--- config.mk ---
export PLATFORM = sky130hd
export DESIGN_NAME = wb_host_loader_flat
export DESIGN_NICKNAME = d
export VERILOG_FILES = /design/src/rtl/wb_host_loader_if.sv /design/src/rtl/wb_host_loader.sv /design/src/flat_wrapper.sv
export SDC_FILE = /design/constraint.sdc
export NUM_CORES = 1
export LEC_CHECK = 0
export CORE_MARGIN = 2
export CORE_UTILIZATION = 50
export CTS_BUF_LIST = sky130_fd_sc_hd__clkbuf_8
export CTS_CLUSTER_SIZE = 40
export DETAILED_ROUTE_END_ITERATION = 10
export MAX_ROUTING_LAYER = met4
export PLACE_DENSITY = 0.79
export SKIP_LAST_GASP = 1
export SYNTH_ARGS = -nofsm -noshare
export SYNTH_HDL_FRONTEND = slang
export SYNTH_SLANG_ARGS = --single-unit
--- constraint.sdc ---
create_clock -name clock -period 4 [get_ports clock]
set_input_delay 0.8 -clock clock [delete_from_list [all_inputs] [get_ports clock]]
set_output_delay 0.8 -clock clock [all_outputs]
set_load 0.02 [all_outputs]
--- src/rtl/wb_host_loader_if.sv ---
// Host command/response byte channels and Wishbone classic initiator signals
// shared between wb_host_loader, the host link and the backdoor responder.
interface wb_host_loader_if;
  logic [7:0]  cmd_data;
  logic        cmd_valid;
  logic        cmd_ready;
  logic [7:0]  rsp_data;
  logic        rsp_valid;
  logic        rsp_ready;
  logic [31:0] wb_addr_o;
  logic [31:0] wb_data_o;
  logic        wb_we_o;
  logic        wb_cyc_o;
  logic        wb_strobe_o;
  logic [31:0] wb_data_i;
  logic        wb_ack_i;

  modport master (
    input  cmd_data, cmd_valid, rsp_ready, wb_data_i, wb_ack_i,
    output cmd_ready, rsp_data, rsp_valid,
           wb_addr_o, wb_data_o, wb_we_o, wb_cyc_o, wb_strobe_o
  );

  modport slave (
    output cmd_data, cmd_valid, rsp_ready, wb_data_i, wb_ack_i,
    input  cmd_ready, rsp_data, rsp_valid,
           wb_addr_o, wb_data_o, wb_we_o, wb_cyc_o, wb_strobe_o
  );
endinterface

--- src/rtl/wb_host_loader.sv ---
// Byte-stream command decoder that turns each host command into one
// single-beat Wishbone classic cycle and streams the result back.
module wb_host_loader #(
  parameter int TIMEOUT = 255
) (
  input  logic              clock,
  input  logic              reset_n,
  wb_host_loader_if.master  bus,
  output logic              busy
);

  typedef enum logic [2:0] {IDLE, ADDR, DATA, BUS, RESP} state_t;

  localparam logic [7:0]  OP_WRITE    = 8'h57;
  localparam logic [7:0]  OP_READ     = 8'h52;
  localparam logic [7:0]  RSP_ACK     = 8'h4B;
  localparam logic [7:0]  RSP_TIMEOUT = 8'h45;
  localparam logic [7:0]  RSP_BAD_OP  = 8'h3F;
  localparam logic [15:0] TIMER_LAST  = 16'(TIMEOUT - 1);

  state_t      state, state_d;
  logic        is_write, is_write_d;
  logic [1:0]  byte_cnt, byte_cnt_d;
  logic [31:0] addr_q, addr_d;
  logic [31:0] data_q, data_d;
  logic [31:0] rsp_buf, rsp_buf_d;
  logic [1:0]  rsp_left, rsp_left_d;
  logic [15:0] timer, timer_d;
  logic        cmd_fire;
  logic        rsp_fire;

  // Bus strobes come straight from the state register so that an
  // asynchronous reset drops them without waiting for a clock edge.
  assign bus.cmd_ready   = (state == IDLE) || (state == ADDR) || (state == DATA);
  assign bus.rsp_valid   = (state == RESP);
  assign bus.rsp_data    = rsp_buf[31:24];
  assign bus.wb_cyc_o    = (state == BUS);
  assign bus.wb_strobe_o = (state == BUS);
  assign bus.wb_we_o     = (state == BUS) && is_write;
  assign bus.wb_addr_o   = addr_q;
  assign bus.wb_data_o   = data_q;
  assign busy            = (state != IDLE);

  assign cmd_fire = bus.cmd_valid && bus.cmd_ready;
  assign rsp_fire = bus.rsp_valid && bus.rsp_ready;

  always_ff @(posedge clock or negedge reset_n) begin
    if (!reset_n) begin
      state    <= IDLE;
      is_write <= 1'b0;
      byte_cnt <= 2'd0;
      addr_q   <= 32'h0;
      data_q   <= 32'h0;
      rsp_buf  <= 32'h0;
      rsp_left <= 2'd0;
      timer    <= 16'h0;
    end else begin
      state    <= state_d;
      is_write <= is_write_d;
      byte_cnt <= byte_cnt_d;
      addr_q   <= addr_d;
      data_q   <= data_d;
      rsp_buf  <= rsp_buf_d;
      rsp_left <= rsp_left_d;
      timer    <= timer_d;
    end
  end

  // Response bytes leave from the top of rsp_buf; rsp_left counts the bytes
  // still to follow the one currently presented.
  always_comb begin
    state_d    = state;
    is_write_d = is_write;
    byte_cnt_d = byte_cnt;
    addr_d     = addr_q;
    data_d     = data_q;
    rsp_buf_d  = rsp_buf;
    rsp_left_d = rsp_left;
    timer_d    = timer;

    case (state)
      IDLE: begin
        if (cmd_fire) begin
          if ((bus.cmd_data == OP_WRITE) || (bus.cmd_data == OP_READ)) begin
            is_write_d = (bus.cmd_data == OP_WRITE);
            byte_cnt_d = 2'd0;
            state_d    = ADDR;
          end else begin
            rsp_buf_d  = {RSP_BAD_OP, 24'h0};
            rsp_left_d = 2'd0;
            state_d    = RESP;
          end
        end
      end

      ADDR: begin
        if (cmd_fire) begin
          addr_d     = {addr_q[23:0], bus.cmd_data};
          byte_cnt_d = byte_cnt + 2'd1;
          if (byte_cnt == 2'd3) begin
            timer_d = 16'h0;
            state_d = is_write ? DATA : BUS;
          end
        end
      end

      DATA: begin
        if (cmd_fire) begin
          data_d     = {data_q[23:0], bus.cmd_data};
          byte_cnt_d = byte_cnt + 2'd1;
          if (byte_cnt == 2'd3) begin
            timer_d = 16'h0;
            state_d = BUS;
          end
        end
      end

      // An acknowledge on the same edge as the final timer count takes priority.
      BUS: begin
        if (bus.wb_ack_i) begin
          if (is_write) begin
            rsp_buf_d  = {RSP_ACK, 24'h0};
            rsp_left_d = 2'd0;
          end else begin
            rsp_buf_d  = bus.wb_data_i;
            rsp_left_d = 2'd3;
          end
          state_d = RESP;
        end else if (timer == TIMER_LAST) begin
          rsp_buf_d  = {RSP_TIMEOUT, 24'h0};
          rsp_left_d = 2'd0;
          state_d    = RESP;
        end else begin
          timer_d = timer + 16'd1;
        end
      end

      RESP: begin
        if (rsp_fire) begin
          rsp_buf_d = {rsp_buf[23:0], 8'h0};
          if (rsp_left == 2'd0) begin
            state_d = IDLE;
          end else begin
            rsp_left_d = rsp_left - 2'd1;
          end
        end
      end

      default: state_d = IDLE;
    endcase
  end

endmodule

--- src/flat_wrapper.sv ---
// flat-port wrapper written by rule: the top's interface ports become plain ports
module wb_host_loader_flat 
#(
  parameter int TIMEOUT = 255
)
  (clock, reset_n, busy, bus_cmd_data, bus_cmd_valid, bus_rsp_ready, bus_wb_data_i, bus_wb_ack_i, bus_cmd_ready, bus_rsp_data, bus_rsp_valid, bus_wb_addr_o, bus_wb_data_o, bus_wb_we_o, bus_wb_cyc_o, bus_wb_strobe_o);
  wb_host_loader_if bus_i ();
  input  logic clock;
  input  logic reset_n;
  output logic busy;
  input wire logic [$bits(bus_i.cmd_data)-1:0] bus_cmd_data;
  input wire logic [$bits(bus_i.cmd_valid)-1:0] bus_cmd_valid;
  input wire logic [$bits(bus_i.rsp_ready)-1:0] bus_rsp_ready;
  input wire logic [$bits(bus_i.wb_data_i)-1:0] bus_wb_data_i;
  input wire logic [$bits(bus_i.wb_ack_i)-1:0] bus_wb_ack_i;
  output wire logic [$bits(bus_i.cmd_ready)-1:0] bus_cmd_ready;
  output wire logic [$bits(bus_i.rsp_data)-1:0] bus_rsp_data;
  output wire logic [$bits(bus_i.rsp_valid)-1:0] bus_rsp_valid;
  output wire logic [$bits(bus_i.wb_addr_o)-1:0] bus_wb_addr_o;
  output wire logic [$bits(bus_i.wb_data_o)-1:0] bus_wb_data_o;
  output wire logic [$bits(bus_i.wb_we_o)-1:0] bus_wb_we_o;
  output wire logic [$bits(bus_i.wb_cyc_o)-1:0] bus_wb_cyc_o;
  output wire logic [$bits(bus_i.wb_strobe_o)-1:0] bus_wb_strobe_o;
  assign bus_i.cmd_data = bus_cmd_data;
  assign bus_i.cmd_valid = bus_cmd_valid;
  assign bus_i.rsp_ready = bus_rsp_ready;
  assign bus_i.wb_data_i = bus_wb_data_i;
  assign bus_i.wb_ack_i = bus_wb_ack_i;
  assign bus_cmd_ready = bus_i.cmd_ready;
  assign bus_rsp_data = bus_i.rsp_data;
  assign bus_rsp_valid = bus_i.rsp_valid;
  assign bus_wb_addr_o = bus_i.wb_addr_o;
  assign bus_wb_data_o = bus_i.wb_data_o;
  assign bus_wb_we_o = bus_i.wb_we_o;
  assign bus_wb_cyc_o = bus_i.wb_cyc_o;
  assign bus_wb_strobe_o = bus_i.wb_strobe_o;
  wb_host_loader #(.TIMEOUT(TIMEOUT)) u_core (.clock(clock), .reset_n(reset_n), .bus(bus_i), .busy(busy));
endmodule
==> results.toml <==
[status]
status = "completed"

[floorplanning]
start_util_pct = 51.8
rows = 37
chipWidth_um = 108
fp.coreArea_sq_um = 10400
die-area_sq_um = 11600
pin_count = 123
die_height_um = 108

[sta]
worstMarginPinSlew_ps = 1020
fin_skew_ps = 11.6
finalCritPeriodShare_pct = 79.2
fmax_mhz = 316
rsz0062_at_grt = "false"
slew_viol_final = 0
hold_violations = 0
max_slew_margin_pct = 32.0
setup_tns_ps = 0
fin_worst_hold_slack_ps = 413
fin_crit_ps = 3170
setup_viol = 0

[final_layout]
fin_area_sq_um = 7080
diodes = 0
layout-drive-gt1-share_pct = 20.6
fin_nets = 630
syn2layout_area_growth_pct = 31.7

[detailed_routing]
vias_per_cell = 5.56
wl_met3_um = 459
vias = 4050
drtIter0Drc = 307
top_layer = "met4"
wire_per_inst_um = 17.1
drc_errors = 0
drtAntennaViolNets = 0
wl_um = 12400
drt-met1-wl_um = 5300
met2_length_um = 6440
first_pass_iters = 5

[synth]
yosysWarnings = 0
netlist_area_sq_um = 5370
yosys-top-cells-area = "dfrtp_1 (56%), mux2_2 (14%), a21oi_1 (4.5%), a22oi_1 (2.8%), o21ai_0 (2.8%)"
synth_fp_nets = 515
ys_seq_area_share_pct = 55.9
synth_top_area_cell = "dfrtp_1"
synth_top_area_share_pct = 55.9
synthTopCellsByCount = "dfrtp_1 (120), mux2_2 (69), a21oi_1 (48), o21ai_0 (30), nor2_1 (25)"
syn_inst = 466
synth-edff-count = 0
syn_avg_cell_area_sq_um = 11.5
synthMostInstantiatedCell = "dfrtp_1"
ys_types = 50
synthArstFlopShare_pct = 100
ys.flop_type = "dfrtp_1"
ys_ff_latch = 120

[clock_tree]
clk_latency_ps = 430
clock_path_buffers = 2
clkSlewWorstSetupHoldPaths_ps = 80
cts_buffers = 17
tritoncts = "yes"
cts_setup_buffers = 0
cts_root_buffer = "clkbuf_8"
hold_buffers = 0
cts.sinks = 120
htreeDepth = 4
postCtsResizedCells = 0

[worst_setup_path]
crit_path_end_kind = "flip-flop"
path_max_fanout = 26
arrival_ps = 3480
crit_type = "flip-flop to flip-flop"
cp_slowest_cell = "and2_1"
worst_ep_required_time_ps = 4310
worst-r2r-setup-slack_ps = 830
cp_cell_sequence = "or4_4, or4b_4, a21oi_1, and2_1, mux2_2"
cp_slowest_stage_delay_ps = 830
critPathLaunchType = "flip-flop"

[grt]
grt_max_degree = 65
first_global_vias = 4003
grtUsageTotal_pct = 23.0
antenna_found_initial = 0
overflow = 0
grt_pass1_wl_um = 20100

[hold_path]
holdCritPathClass = "input port to asynchronous set/reset pin"

[job]
drv_cap = 0

[power]
finalPower_w = 0.00585
vdd_ir_drop_max_mv = 0.410
powerDensity_nw_per_um2 = 826
p_leak_nw = 2.98

[place]
dpl_cell_area_sq_um = 6680
numPortBuffers = 122
place_hpwl_um = 8680
gp_congestion = 0.884
-- through the flow --
step	util [%]	setup WS, ps	instances
floorplan	-	1530	466
global placement	64.5	827	698
detailed placement	64.5	752	698
CTS	68.3	832	729
global route	68.3	658	729
finish	68.3	833	729
-- sequential cells by signal, summed over array words and instances, names as in the netlist --
name and flops:
u_core.bus.wb_addr_o 32, u_core.bus.wb_data_o 32, u_core.rsp_buf 32, u_core.timer 16
u_core.state 3, u_core.byte_cnt 2, u_core.rsp_left 2, u_core.is_write 1
-- worst max-delay path: cells and delay by family (launching register included) --
| kind | cells | cell delay (ps) |
|---|---|---|
| simple gates | 3 | 1970 |
| compound gates | 1 | 210 |
| flops | 1 | 450 |
| mux | 1 | 420 |
-- report_power, final --
| part | switching [W] | internal, W | total [W] |
|---|---|---|---|
| clock | 0.000506 | 0.000573 | 0.00108 |
| combinational | 0.00135 | 0.00133 | 0.00268 |
| sequential | 0.000376 | 0.00171 | 0.00209 |
| total | 0.00223 | 0.00361 | 0.00585 |
-- cells in the final DEF, fill, tap and decap left out, drive strengths merged, types with 3 or more instances in the layout --
| cell | count |
|---|---|
| inv | 12 |
| nand2 | 23 |
| and2 | 4 |
| a21o | 5 |
| a22oi | 20 |
| nand3b | 3 |
| nor3 | 6 |
| dfrtp | 120 |
| a21oi | 48 |
| clkdlybuf4s50 | 121 |
| clkbuf | 18 |
| a31oi | 6 |
| nor2 | 25 |
| a22o | 8 |
| buf | 10 |
| nand2b | 3 |
| o21ai | 30 |
| nor2b | 3 |
| ha | 4 |
| mux2 | 71 |
| nand4 | 4 |
| nand3 | 10 |
| clkinv | 6 |
-- metal layers --
layer	track usage [%]	vias to the layer above
li1	-	1926
met1	29.4	1992
met2	36.7	108
met3	4.30	24
met4	8.52	0
met5	-	-
-- final timing paths --
path / from / end / cells after the start
max in group asynchronous: reset_n / u_core.bus.wb_addr_o[24] / 2
min reg2reg: u_core.timer[7] / u_core.timer[7] / 1
min in group clock: u_core.timer[7] / u_core.timer[7] / 1
max: u_core.timer[12] / u_core.rsp_buf[28] / 5
min: reset_n / u_core.rsp_buf[23] / 1
max reg2reg: u_core.timer[12] / u_core.rsp_buf[28] / 5
-- cell type report --
cell class / instances / area, sq um
clock inverters: 13 / 146
fillers: 783 / 3290
well taps: 136 / 170
multi-input cells: 302 / 2180
flip-flops and latches: 120 / 3000
inverters: 9 / 33.8
repair buffers: 131 / 1300
clock buffers: 18 / 248
-- cell families (layout without fill, tap and decap cells) --
kind of cell,Yosys count,count (layout),synth area share (%)
buffers and inverters,44,171,3.82
AOI/OAI and AO/OA,130,130,14.8
DFF,120,120,55.9
and+or+nand+nor,94,94,8.99
adders and majority gates,4,4,0.932
muxes,72,72,15.2
xor gates and xnor gates,2,2,0.326
No activity file was read; power rests on OpenSTA's default activity.
==> variant, RTL diff (config.mk and constraints unchanged) <==
`TIMEOUT` is set to 255 in 2 places; all go to 127.
--- a/src/rtl/wb_host_loader.sv
+++ b/src/rtl/wb_host_loader.sv
@@ -1,7 +1,7 @@
 // Byte-stream command decoder that turns each host command into one
 // single-beat Wishbone classic cycle and streams the result back.
 module wb_host_loader #(
-  parameter int TIMEOUT = 255
+  parameter int TIMEOUT = 127
 ) (
   input  logic              clock,
   input  logic              reset_n,
--- a/src/flat_wrapper.sv
+++ b/src/flat_wrapper.sv
@@ -1,7 +1,7 @@
 // flat-port wrapper written by rule: the top's interface ports become plain ports
 module wb_host_loader_flat 
 #(
-  parameter int TIMEOUT = 255
+  parameter int TIMEOUT = 127
 )
   (clock, reset_n, busy, bus_cmd_data, bus_cmd_valid, bus_rsp_ready, bus_wb_data_i, bus_wb_ack_i, bus_cmd_ready, bus_rsp_data, bus_rsp_valid, bus_wb_addr_o, bus_wb_data_o, bus_wb_we_o, bus_wb_cyc_o, bus_wb_strobe_o);
   wb_host_loader_if bus_i ();
Check against the original RTL: no difference found for any inputs over 4 cycles, from zero or initial values and one cycle with reset_n low; that may be too few to reach the edited logic, so the function may still have changed.
==> variant against the original RTL <==
- area after synthesis increased by 0.93%
- register-to-register slack improved by 0.54 ns
- count of clock-buffer cells in the layout shrank 1
- largest power group is now registers
- routed wire length grew 0.36%
- total power shrank 18%
- setup slack worse by 0.23 ns
- largest cell class unchanged
- design area grew 0.23%
- sequential cell count unchanged
==> variant: results (changes against the original RTL) <==
The run finished with clean final reports. The worst slack after detailed placement was 0.817 ns (+0.0656 ns); the maximum single-stage delay on the critical path was 0.66 ns (-0.17 ns). The leakage power figure was 3.08 nW (+3.3%). After clock tree synthesis, the clock-pin slew on the worst setup and hold paths is 0.07 ns.

The run gives 514 (-0.19%) as the synthesized net count. The run gives 0.000327 V (-20%) as the worst voltage drop across the vdd grid. For this design, the slowest cell found on the critical path is sky130_fd_sc_hd__clkdlybuf4s50_1.

The logs give 0.240 (+0.055) for the clock group share of total power and 1.66 mW (-26%) for the switching power. Minimum clock period: 3.40 ns (+0.230 ns). Number of cells on the worst reg-to-reg path: 6 (+1). The number of standard cells in the layout, taps in and fillers out was 730 (+0.14%); the final worst clock skew was 0.00858 ns (-0.00299 ns). Launching element of the worst setup path: u_core.state[1]$_DFFE_PN0P_. The power density normalized to cell area was 675 mW/mm2 (-18%); the mean instance size in the synthesized netlist was 11.7 um2 (+1.1%).

Detailed-routing iteration count for the pre-antenna-repair pass: 4 (-1). The placer congestion estimate was 0.806 (-8.9%); the count of buffers from port buffering was 122 (unchanged). The placed instance count was 699 (+0.14%). The largest net degree at the start of global routing came out at 74 (+14%).

The top fanout value on the critical path is 25 (-3.8%), and the combined global-route utilization of all metal layers is 0.229 (-0.000536). The combined area of all synthesized cells was 0.00542 mm2 (+0.93%); the actual transition at the worst max-transition pin was 0.918 ns (-0.102 ns). The via count normalized by instance count is 5.60 (+0.80%), and the average wire per cell in the routed design is 17.1 um (+0.22%).

The destination of the worst register-to-register timing path was u_core.state[2]$_DFFE_PN0P_. For the power in sequential cells, the log shows 1.90 mW (-9%). The clock latency on the worst-skew pair is 0.42 ns.

The run gives 284 (-7.5%) as the violation count after the first detailed-routing iteration. Counting instances in the post-synthesis netlist gives the leading cell types as sky130_fd_sc_hd__dfrtp_1 (120), sky130_fd_sc_hd__mux2_2 (66), sky130_fd_sc_hd__a21oi_1 (53). The post-detailed-placement half-perimeter wirelength is 8.52 mm (-1.8%), and the portion of the post-synthesis area used by sequential elements is 0.554 (-0.00516).

The run gives 2.60 ns (-0.88 ns) as the data arrival at the endpoint of the critical path. Ranked by total cell area, the synthesized netlist is headed by sky130_fd_sc_hd__dfrtp_1 (55%), sky130_fd_sc_hd__mux2_2 (14%), sky130_fd_sc_hd__a21oi_1 (4.9%). Share of cells above drive strength 1: 0.195 (-0.0108). The number of nets in the finished design came out at 627 (-0.48%).

The run gives 20.3 mm (+0.51%) as the wire length of the first global-routing pass. The count of unique library cells instantiated by Yosys was 51 (+2.0%). The tools report the number of global-route vias before repair as 4,085 (+2.0%). Broken down by cell family, the worst path's largest delay share belongs to buffers and inverters.

The count of filler cells inserted in the layout came out at 816 (+4.2%). The run gives 1.37 ns (+0.54 ns) as the minimum setup slack among reg-to-reg paths. In this run the worst setup path terminates at bus_rsp_valid.
==> variant: cell types whose count changed after synthesis, moves of 5 or more <==
cell / delta
sky130_fd_sc_hd__a21oi_1: +5
sky130_fd_sc_hd__buf_2: +7
sky130_fd_sc_hd__clkbuf_1: -9
sky130_fd_sc_hd__nand2_1: -5
sky130_fd_sc_hd__nor2_1: -6
sky130_fd_sc_hd__o21ai_0: -10
==> variant: cell families (layout without fill, tap and decap cells) <==
| kind of cell | after synthesis | after routing | synth area share |
|---|---|---|---|
| AOI/OAI and AO/OA | 129 | 129 | 0.147 |
| DFF | 120 | 120 | 0.554 |
| and+or+nand+nor | 92 | 92 | 0.0895 |
| muxes | 72 | 72 | 0.151 |
| buffers and inverters | 46 | 171 | 0.0464 |
| adders and majority gates | 4 | 4 | 0.00923 |
| xor gates and xnor gates | 2 | 2 | 0.00323 |
==> variant: layout make-up <==
type	instances	area, um2	area share
flip-flops and latches	120	3000	0.423
clock inverters	14	183	0.0257
inverters	8	30.0	0.00423
multi-input cells	299	2180	0.307
well taps	140	175	0.0247
clock buffers	17	234	0.0330
repair buffers	132	1290	0.182
==> variant: metrics by stage <==
stage	hold WS (ns)	area (um2)
after CTS	0.500	7090
final	0.497	7090
after floorplan	0.460	5420
after global placement	0.483	6680
after global routing	0.516	7090
after detailed placement	0.483	6680
==> variant: layer usage <==
metal | wire length [um] | track usage | up-vias
met5 | 0 | - | -
met4 | 307 | 0.0916 | 0
met3 | 463 | 0.0440 | 22
met2 | 6240 | 0.353 | 114
met1 | 5470 | 0.301 | 2031
li1 | - | - | 1921
